==> src/rtl/decode_pkg.sv <==
// rtl/decode_pkg.sv - opcodes, reservation-station ids and micro-op layout for decode
package decode_pkg;

   localparam logic [5:0] OP_SPECIAL = 6'b000000;
   localparam logic [5:0] OP_ADDIU   = 6'b001001;
   localparam logic [5:0] OP_ANDI    = 6'b001100;
   localparam logic [5:0] OP_BEQ     = 6'b000100;
   localparam logic [5:0] OP_LW      = 6'b100011;
   localparam logic [5:0] OP_SW      = 6'b101011;

   localparam logic [5:0] FN_ADDU = 6'b100001;
   localparam logic [5:0] FN_AND  = 6'b100100;
   localparam logic [5:0] FN_DIV  = 6'b011010;
   localparam logic [5:0] FN_MFHI = 6'b010000;
   localparam logic [5:0] FN_MFLO = 6'b010010;

   typedef enum logic [3:0] {
      RS_NONE   = 4'd0,
      RS_ALU    = 4'd1,
      RS_MULDIV = 4'd2,
      RS_BRANCH = 4'd3,
      RS_LSU    = 4'd4
   } rs_station_e;

   typedef struct packed {
      logic [3:0]  station;
      logic [5:0]  alu_fn;
      logic [4:0]  rs1;
      logic [4:0]  rs2;
      logic [4:0]  rd;
      logic [15:0] imm;
      logic        has_rs1;
      logic        has_rs2;
      logic        has_rd;
      logic        illegal;
   } uop_t;

   localparam int UOP_W = $bits(uop_t);

endpackage

==> src/rtl/decode_lane.sv <==
// rtl/decode_lane.sv - combinational decode of one 32-bit instruction into a uop
import decode_pkg::*;

module decode_lane (
   input  logic [31:0] instr,
   output uop_t        uop
);

   logic [5:0] op;
   logic [5:0] fn;

   assign op = instr[31:26];
   assign fn = instr[5:0];

   always_comb begin
      uop = '0;
      case (op)
         OP_ADDIU, OP_ANDI: begin
            uop.station = RS_ALU;
            uop.alu_fn  = (op == OP_ANDI) ? 6'd2 : 6'd0;
            uop.rs1     = instr[25:21];
            uop.rd      = instr[20:16];
            uop.imm     = instr[15:0];
            uop.has_rs1 = 1'b1;
            uop.has_rd  = 1'b1;
         end
         OP_BEQ: begin
            uop.station = RS_BRANCH;
            uop.alu_fn  = 6'd3;
            uop.rs1     = instr[25:21];
            uop.rs2     = instr[20:16];
            uop.imm     = instr[15:0];
            uop.has_rs1 = 1'b1;
            uop.has_rs2 = 1'b1;
         end
         OP_LW: begin
            uop.station = RS_LSU;
            uop.rs1     = instr[25:21];
            uop.rd      = instr[20:16];
            uop.imm     = instr[15:0];
            uop.has_rs1 = 1'b1;
            uop.has_rd  = 1'b1;
         end
         OP_SW: begin
            uop.station = RS_LSU;
            uop.alu_fn  = 6'd1;
            uop.rs1     = instr[25:21];
            uop.rs2     = instr[20:16];
            uop.imm     = instr[15:0];
            uop.has_rs1 = 1'b1;
            uop.has_rs2 = 1'b1;
         end
         OP_SPECIAL: begin
            case (fn)
               FN_ADDU, FN_AND: begin
                  uop.station = RS_ALU;
                  uop.alu_fn  = (fn == FN_AND) ? 6'd1 : 6'd0;
                  uop.rs1     = instr[25:21];
                  uop.rs2     = instr[20:16];
                  uop.rd      = instr[15:11];
                  uop.has_rs1 = 1'b1;
                  uop.has_rs2 = 1'b1;
                  uop.has_rd  = 1'b1;
               end
               // HI/LO are implicit, so div writes no architectural rd
               FN_DIV: begin
                  uop.station = RS_MULDIV;
                  uop.rs1     = instr[25:21];
                  uop.rs2     = instr[20:16];
                  uop.has_rs1 = 1'b1;
                  uop.has_rs2 = 1'b1;
               end
               FN_MFHI, FN_MFLO: begin
                  uop.station = RS_MULDIV;
                  uop.alu_fn  = (fn == FN_MFLO) ? 6'd2 : 6'd1;
                  uop.rd      = instr[15:11];
                  uop.has_rd  = 1'b1;
               end
               default: uop.illegal = 1'b1;
            endcase
         end
         default: uop.illegal = 1'b1;
      endcase
   end

endmodule

==> src/rtl/decode_stage.sv <==
// rtl/decode_stage.sv - registered multi-lane decode stage between fetch and dispatch
import decode_pkg::*;

module decode_stage #(
   parameter int DECODE_WIDTH = 2,
   parameter int CNT_W        = 32
) (
   input  logic                          clk,
   input  logic                          rst,
   input  logic                          in_valid,
   output logic                          in_ready,
   input  logic [DECODE_WIDTH-1:0]       in_lane_valid,
   input  logic [DECODE_WIDTH*32-1:0]    in_instr,
   input  logic                          flush,
   output logic                          out_valid,
   input  logic                          out_ready,
   output logic [DECODE_WIDTH-1:0]       out_lane_valid,
   output logic [DECODE_WIDTH*UOP_W-1:0] out_uop,
   output logic                          out_illegal_any,
   output logic [CNT_W-1:0]              decode_count
);

   logic                          accept;
   logic                          transfer;
   logic [DECODE_WIDTH*UOP_W-1:0] next_uop;
   logic [DECODE_WIDTH-1:0]       lane_illegal;

   assign in_ready = !out_valid || out_ready;
   assign accept   = in_valid && in_ready && !flush;
   assign transfer = out_valid && out_ready;

   for (genvar i = 0; i < DECODE_WIDTH; i++) begin : g_lane
      uop_t lane_uop;

      decode_lane u_decode_lane (
         .instr (in_instr[32*i +: 32]),
         .uop   (lane_uop)
      );

      assign next_uop[UOP_W*i +: UOP_W] = in_lane_valid[i] ? lane_uop : '0;
      assign lane_illegal[i]            = in_lane_valid[i] && lane_uop.illegal;
   end

   // An all-invalid bundle is consumed but presents nothing downstream
   always_ff @(posedge clk or posedge rst) begin
      if (rst) begin
         out_valid       <= 1'b0;
         out_lane_valid  <= '0;
         out_uop         <= '0;
         out_illegal_any <= 1'b0;
      end else if (flush) begin
         out_valid       <= 1'b0;
         out_lane_valid  <= '0;
         out_uop         <= '0;
         out_illegal_any <= 1'b0;
      end else if (accept) begin
         out_valid       <= |in_lane_valid;
         out_lane_valid  <= in_lane_valid;
         out_uop         <= next_uop;
         out_illegal_any <= |lane_illegal;
      end else if (transfer) begin
         out_valid       <= 1'b0;
         out_lane_valid  <= '0;
         out_uop         <= '0;
         out_illegal_any <= 1'b0;
      end
   end

   always_ff @(posedge clk or posedge rst) begin
      if (rst) begin
         decode_count <= '0;
      end else if (transfer && !flush) begin
         decode_count <= decode_count + CNT_W'($countones(out_lane_valid));
      end
   end

endmodule

==> config.mk <==
export PLATFORM = sky130hd
export DESIGN_NAME = decode_stage
export DESIGN_NICKNAME = d
export VERILOG_FILES = /design/src/rtl/decode_pkg.sv /design/src/rtl/decode_lane.sv /design/src/rtl/decode_stage.sv
export SDC_FILE = /design/constraint.sdc
export NUM_CORES = 1
export LEC_CHECK = 0
export CAP_MARGIN = 0
export CELL_PAD_IN_SITES_DETAIL_PLACEMENT = 1
export CELL_PAD_IN_SITES_GLOBAL_PLACEMENT = 1
export CORE_ASPECT_RATIO = 1.4
export CORE_UTILIZATION = 36
export CTS_BUF_LIST = sky130_fd_sc_hd__clkbuf_16
export DETAILED_ROUTE_END_ITERATION = 10
export HOLD_SLACK_MARGIN = 0.06
export PLACE_DENSITY = 0.89
export SETUP_SLACK_MARGIN = 0.15
export SYNTH_ARGS = -nofsm -noshare
export SYNTH_HDL_FRONTEND = slang
export SYNTH_HIERARCHICAL = 1
export SYNTH_SLANG_ARGS = --single-unit
==> constraint.sdc <==
create_clock -name clk -period 5.7 [get_ports clk]
set_clock_uncertainty 0.05 [all_clocks]
set_input_delay 0.855 -clock clk [delete_from_list [all_inputs] [get_ports clk]]
set_output_delay 0.855 -clock clk [all_outputs]
set_load 0.02 [all_outputs]
==> results of run 1 <==
[power groups by stage]
stage / clock network, W / registers, W / logic, W
final: 0.00113 / 0.000928 / 0.000240
after global routing: 0.00119 / 0.000930 / 0.000259
after CTS: 0.00116 / 0.000928 / 0.000243
after detailed placement: 0 / 0.000944 / 0.000240
after global placement: 0 / 0.000942 / 0.000232
after floorplan: 0 / 0.000961 / 0.000103
[per-stage QoR]
stage | power, W | utilization | setup slack, ns | hold WS [ns]
6_report | 0.00230 | 0.525 | 2.46 | 0.445
5_1_grt | 0.00238 | 0.525 | 2.42 | 0.459
4_1_cts | 0.00233 | 0.525 | 2.47 | 0.452
3_5_place_dp | 0.00118 | 0.488 | 2.36 | 0.431
3_3_place_gp | 0.00117 | 0.488 | 2.51 | 0.413
2_1_floorplan | 0.00106 | - | 1.44 | 0.532
[cell usage after synthesis (3+ instances only)]
cell type / n / area share
and2_1: 34 / 0.035
inv_1: 10 / 0.0061
and4_1: 3 / 0.0043
xor2_1: 7 / 0.010
a211oi_1: 3 / 0.0037
a21o_1: 4 / 0.0049
nand4_1: 16 / 0.016
dfrtp_1: 126 / 0.51
a21boi_0: 4 / 0.0049
buf_2: 13 / 0.011
nor2b_1: 5 / 0.0051
buf_4: 16 / 0.020
nand2b_1: 3 / 0.0031
a22o_1: 100 / 0.14
and3b_1: 4 / 0.0057
a21oi_1: 6 / 0.0049
a21boi_2: 16 / 0.029
or2_2: 6 / 0.0061
o21ai_0: 8 / 0.0065
nand3_1: 12 / 0.0098
and3_1: 7 / 0.0071
xnor2_1: 25 / 0.036
buf_6: 3 / 0.0055
nand2_1: 17 / 0.010
nor3_1: 3 / 0.0024
clkbuf_1: 11 / 0.0067
nor4b_1: 4 / 0.0057
and4b_1: 4 / 0.0065
nor2_1: 16 / 0.0098
[metal layers]
metal | global-route usage | vias up | wire (microns)
met5 | 0 | - | 12
met4 | 0.0787 | 2 | 392
met3 | 0.0713 | 30 | 1170
met2 | 0.395 | 177 | 9890
met1 | 0.242 | 2585 | 7180
li1 | - | 2304 | -
[worst max-delay path: stages]
cell and delay, ns:
clkdlybuf4s50_1 0.64, nand2b_1 0.21, clkdlybuf4s50_1 0.63
[state kept, by name (all words and copies together), names as in the netlist]
signal / count
decode_count: 32
out_illegal_any: 1
out_lane_valid: 2
out_uop: 90
out_valid: 1
[kinds of logic after synthesis]
| family | after synthesis | synth area share |
|---|---|---|
| other | 2 | 0.00122 |
| multiplexers | 3 | 0.00509 |
| buffers and inverters | 54 | 0.0493 |
| AO/OA/AOI/OAI | 152 | 0.211 |
| adder cells (fa/ha/maj) | 2 | 0.00530 |
| AND/OR/NAND/NOR | 154 | 0.169 |
| flip-flops | 126 | 0.513 |
| XOR/XNOR | 32 | 0.0456 |
[cell type report]
type                       count  area share
antenna                        2    0.000569
clock buffer                  17      0.0484
multi-input combinational    353       0.310
sequential                   126       0.358
inverter                      10     0.00455
clock inverter                15      0.0220
timing repair buffer         200       0.227
tap                          203      0.0289
[worst paths after layout]
check | start | endpoint | slack (ns) | depth (start not counted)
max | out_ready | in_ready | 2.46 | 3
min | out_uop[13] | out_uop[13] | 0.44 | 1
max reg2reg | out_valid | out_uop[57] | 3.34 | 4
min reg2reg | out_uop[13] | out_uop[13] | 0.44 | 1
max in group asynchronous | rst | out_uop[48] | 3.46 | 3
min in group asynchronous | rst | decode_count[28] | 0.97 | 2
==> reports/qor.csv, run 1 <==
metric,value,unit
Internal Power,0.00175,W
critical path class,primary input to output port,
worst slew pin tran,0.983,ns
layout cells sized above 1,0.101,
RSZ-0062 raised after global routing,no,
core area,16700,sq um
# DRC,0,
area occupied by registers,3150,sq um
final wirelength,18.6,mm
postcts setup bufs,0,
register share of total power,0.404,
# fillers,1739,
Critical Path Start Type,primary input,
Clock Tree Root,clkbuf_16,
htree depth,4,
Mapped Cells,525,
initial core utilization,0.367,
Placed Cells,892,
area growth from synthesis to layout,43.2,%
initial antenna violation count,3,
Global Route Usage Sum,0.220,
DRT iter0 DRCs,232,
GP Congestion,0.837,
"commonest non-fill, non-tap cell in the layout",clkdlybuf4s50_1,
worst-skew pair later-pin latency,0.40,ns
setup_tns,0,ns
worst endpoint required time,4.80,ns
Min-Delay Path Class,register to register,
Unique masters post-synth,54,
Clk pwr share,0.492,
Main synth FF type,dfrtp_1,
"Cell Area, Synth",6140,sq um
Die Y,157,microns
Crit path arrival time,2.34,ns
post-synthesis sequential area ratio,0.513,
Setup Viol. Count Final,0,
ANT nets after route,0,
final hold viol count,0,
Synth Register Bits,126,
CTS Sinks,126,
count of final max-slew check failures,0,
Non-Filler Instances,926,
Die Area,17600,sq um
max_cap viols,0,
pwr/cell area,261,nW/um^2
fin area,8800,sq um
Worst-path clk slew,0.06,ns
Row Count,56,
nets@finish,781,
IO Count,198,
post-cts sizing count,0,
status,"finished, final reports clean",
VDD IR-drop max,0.144,mV
Max-slew headroom,0.345,
most frequent cells in the layout,"197 x clkdlybuf4s50_1, 126 x dfrtp_1, 100 x a22o_1",
vias per inst,5.51,
Logic pwr share,0.105,
Final min period,3.24,ns
first-pass detailed-route iteration total,6,
first-pass GRT wire length,29.9,mm
wire per inst,20.1,microns
Tcrit/Tclk final,0.569,
TritonCTS buffer count,17,
post-synthesis async set-or-reset flop share,1.00,
via count,5098,
synthesized area per cell,11.7,sq um
grt ovf,0,
count of input and output buffers,197,
CTS tree,done,
vias in the first global route,5455,
DP HPWL,13.2,mm
Leak,3.86,nW
Fmax,308,MHz
largest net degree at the start of global routing,87,
switch share,0.238,
Critical Path Sink Type,output port,
CP Max Fanout,4,
YS warnings,6,
Placed Area,8170,sq um
Post-synth EDFFs,0,
Switch Pwr,0.000547,W
Die Width,112,microns
area of the multi-input gates,2730,sq um
cts hold-fix bufs,0,
clock buffer depth,2,
Note: power is estimated with default switching activity, not from simulation.
==> run 2, diff against run 1 <==
--- a/config.mk
+++ b/config.mk
@@ -9,11 +9,11 @@
 export CELL_PAD_IN_SITES_DETAIL_PLACEMENT = 1
 export CELL_PAD_IN_SITES_GLOBAL_PLACEMENT = 1
 export CORE_ASPECT_RATIO = 1.4
-export CORE_UTILIZATION = 36
+export CORE_UTILIZATION = 33
 export CTS_BUF_LIST = sky130_fd_sc_hd__clkbuf_16
 export DETAILED_ROUTE_END_ITERATION = 10
 export HOLD_SLACK_MARGIN = 0.06
-export PLACE_DENSITY = 0.89
+export PLACE_DENSITY = 0.86
 export SETUP_SLACK_MARGIN = 0.15
 export SYNTH_ARGS = -nofsm -noshare
 export SYNTH_HDL_FRONTEND = slang
==> constraint.sdc (replaced) <==
create_clock -name clk -period 2.9 [get_ports clk]
set_clock_uncertainty 0.05 [all_clocks]
set_input_delay 0.435 -clock clk [delete_from_list [all_inputs] [get_ports clk]]
set_output_delay 0.435 -clock clk [all_outputs]
set_load 0.02 [all_outputs]
==> reports/qor.csv, run 2 (same netlist as run 1, synthesis figures left out) <==
metric,value,unit,change
vias per inst,5.29,,-3.9%
IO Count,198,,unchanged
pwr/cell area,489,nW/um^2,+87%
nets@finish,791,,+1.3%
vias in the first global route,5720,,+4.9%
VDD IR-drop max,0.351,mV,+140%
Min-Delay Path Class,primary input to asynchronous set/reset pin,,
Logic pwr share,0.113,,+0.008
GP Congestion,0.800,,-4.3%
worst slew pin tran,0.981,ns,-0.00219 ns
switch share,0.250,,+0.0117
via count,5143,,+0.88%
final hold viol count,0,,unchanged
Final min period,2.43,ns,
worst-skew pair later-pin latency,0.41,ns,about the same
max reg flops,90,,unchanged
setup_tns,0,ns,unchanged
Row Count,58,,+3.6%
postcts setup bufs,0,,unchanged
CTS Sinks,126,,unchanged
count of input and output buffers,197,,unchanged
Worst Setup EP,out_uop[26],,
reg2reg setup slack,0.60,ns,-2.74 ns
DP HPWL,13.8,mm,+5.0%
Placed Area,8320,sq um,+1.8%
Clock Tree Root,clkbuf_16,,
Setup Viol. Count Final,0,,unchanged
initial core utilization,0.340,,-0.0269
Critical Path Sink Type,register,,
largest registers,"out_uop: 90 flops, decode_count: 32 flops, out_lane_valid: 2 flops",,
"commonest non-fill, non-tap cell in the layout",clkdlybuf4s50_1,,
Die Area,19200,sq um,+8.9%
largest reg by FF count,out_uop,,
Critical Path Start Type,primary input,,
# fillers,1899,,+9.2%
max_cap viols,0,,unchanged
wire per inst,19.9,microns,-0.96%
cts hold-fix bufs,0,,unchanged
layout cells sized above 1,0.114,,+0.0123
CP Max Fanout,12,,+8
Max-slew headroom,0.346,,+0.00146
Internal Power,0.00326,W,+86%
first-pass detailed-route iteration total,4,,-2
# DRC,0,,unchanged
grt ovf,0,,unchanged
worst flop-to-flop path startpoint,out_lane_valid[0],,
RSZ-0062 raised after global routing,no,,
Crit path arrival time,2.72,ns,+0.38 ns
critical path class,primary input to register,,
first-pass GRT wire length,30.7,mm,+2.6%
ANT nets after route,0,,unchanged
Clk pwr share,0.467,,-0.025
area growth from synthesis to layout,44.6,%,
Reg2Reg Depth,8,,+4
Fmax,412,MHz,
Worst-path clk slew,0.06,ns,about the same
register share of total power,0.420,,+0.016
fin area,8880,sq um,+0.92%
TritonCTS buffer count,17,,unchanged
status,"finished, final reports clean",,
Tcrit/Tclk final,0.838,,
post-cts sizing count,0,,unchanged
count of final max-slew check failures,0,,unchanged
DRT iter0 DRCs,308,,+33%
Die Y,163,microns,+4.4%
Critical Path Source,in_instr[26],,
final wirelength,19.4,mm,+4.0%
Leak,3.90,nW,+1.1%
core area,18100,sq um,+7.9%
Switch Pwr,0.00109,W,+98%
Global Route Usage Sum,0.209,,-0.0110
Die Width,117,microns,+4.4%
htree depth,4,,unchanged
initial antenna violation count,1,,-2
worst endpoint required time,3.19,ns,-1.61 ns
largest net degree at the start of global routing,55,,-37%
FF-to-FF End,decode_count[26],,
clock buffer depth,2,,unchanged
most frequent cells in the layout,"197 x clkdlybuf4s50_1, 126 x dfrtp_1, 100 x a22o_1",,
CTS tree,done,,
-- run 2: layout make-up --
cell class,instances,area (sq um),area share
multi-input combinational,353,2730,0.308
clock inverter,15,130,0.0147
inverter,10,41.3,0.00465
tap,240,300,0.0338
timing repair buffer,210,2090,0.236
clock buffer,17,425,0.0479
antenna,1,2.50,0.000282
sequential,126,3150,0.355
-- run 2: worst min path at each step --
stage,startpoint,end,slack (ns),cells after the start
5_1_grt,rst,out_uop[36],0.40,2
3_3_place_gp,decode_count[31],decode_count[31],0.41,1
4_1_cts,rst,out_uop[7],0.37,2
2_1_floorplan,flush,out_valid,0.50,1
6_report,rst,out_uop[36],0.38,2
3_5_place_dp,decode_count[31],decode_count[31],0.43,1
-- run 2: layer usage --
layer  track usage  share of wire
met1         0.231           0.39
met2         0.372           0.52
met3        0.0694          0.074
met4        0.0644          0.013
met5             0              0
-- run 2: worst max-delay path: stages --
cell and delay (ns):
clkdlybuf4s50_1 0.50, or4_4 0.59, or3_4 0.38, a21o_1 0.38
a21boi_2 0.25, a22o_1 0.17
-- run 2: stage by stage --
step            util  cells  power (W)  setup WS [ns]  hold WS, ns
6_report       0.491    972    0.00434          0.470        0.381
5_1_grt        0.491    971    0.00450          0.314        0.403
4_1_cts        0.491    971    0.00439          0.470        0.370
3_5_place_dp   0.460    939    0.00234         0.0886        0.430
3_3_place_gp   0.460    939    0.00232          0.155        0.414
2_1_floorplan      -    533    0.00209          0.735        0.497
-- run 2: power groups by stage --
stage	Combinational, W	Clock, W	Sequential, W
CTS	0.000497	0.00207	0.00182
floorplan	0.000202	0	0.00189
global route	0.000528	0.00214	0.00183
finish	0.000491	0.00203	0.00182
detailed placement	0.000488	0	0.00185
global placement	0.000470	0	0.00185
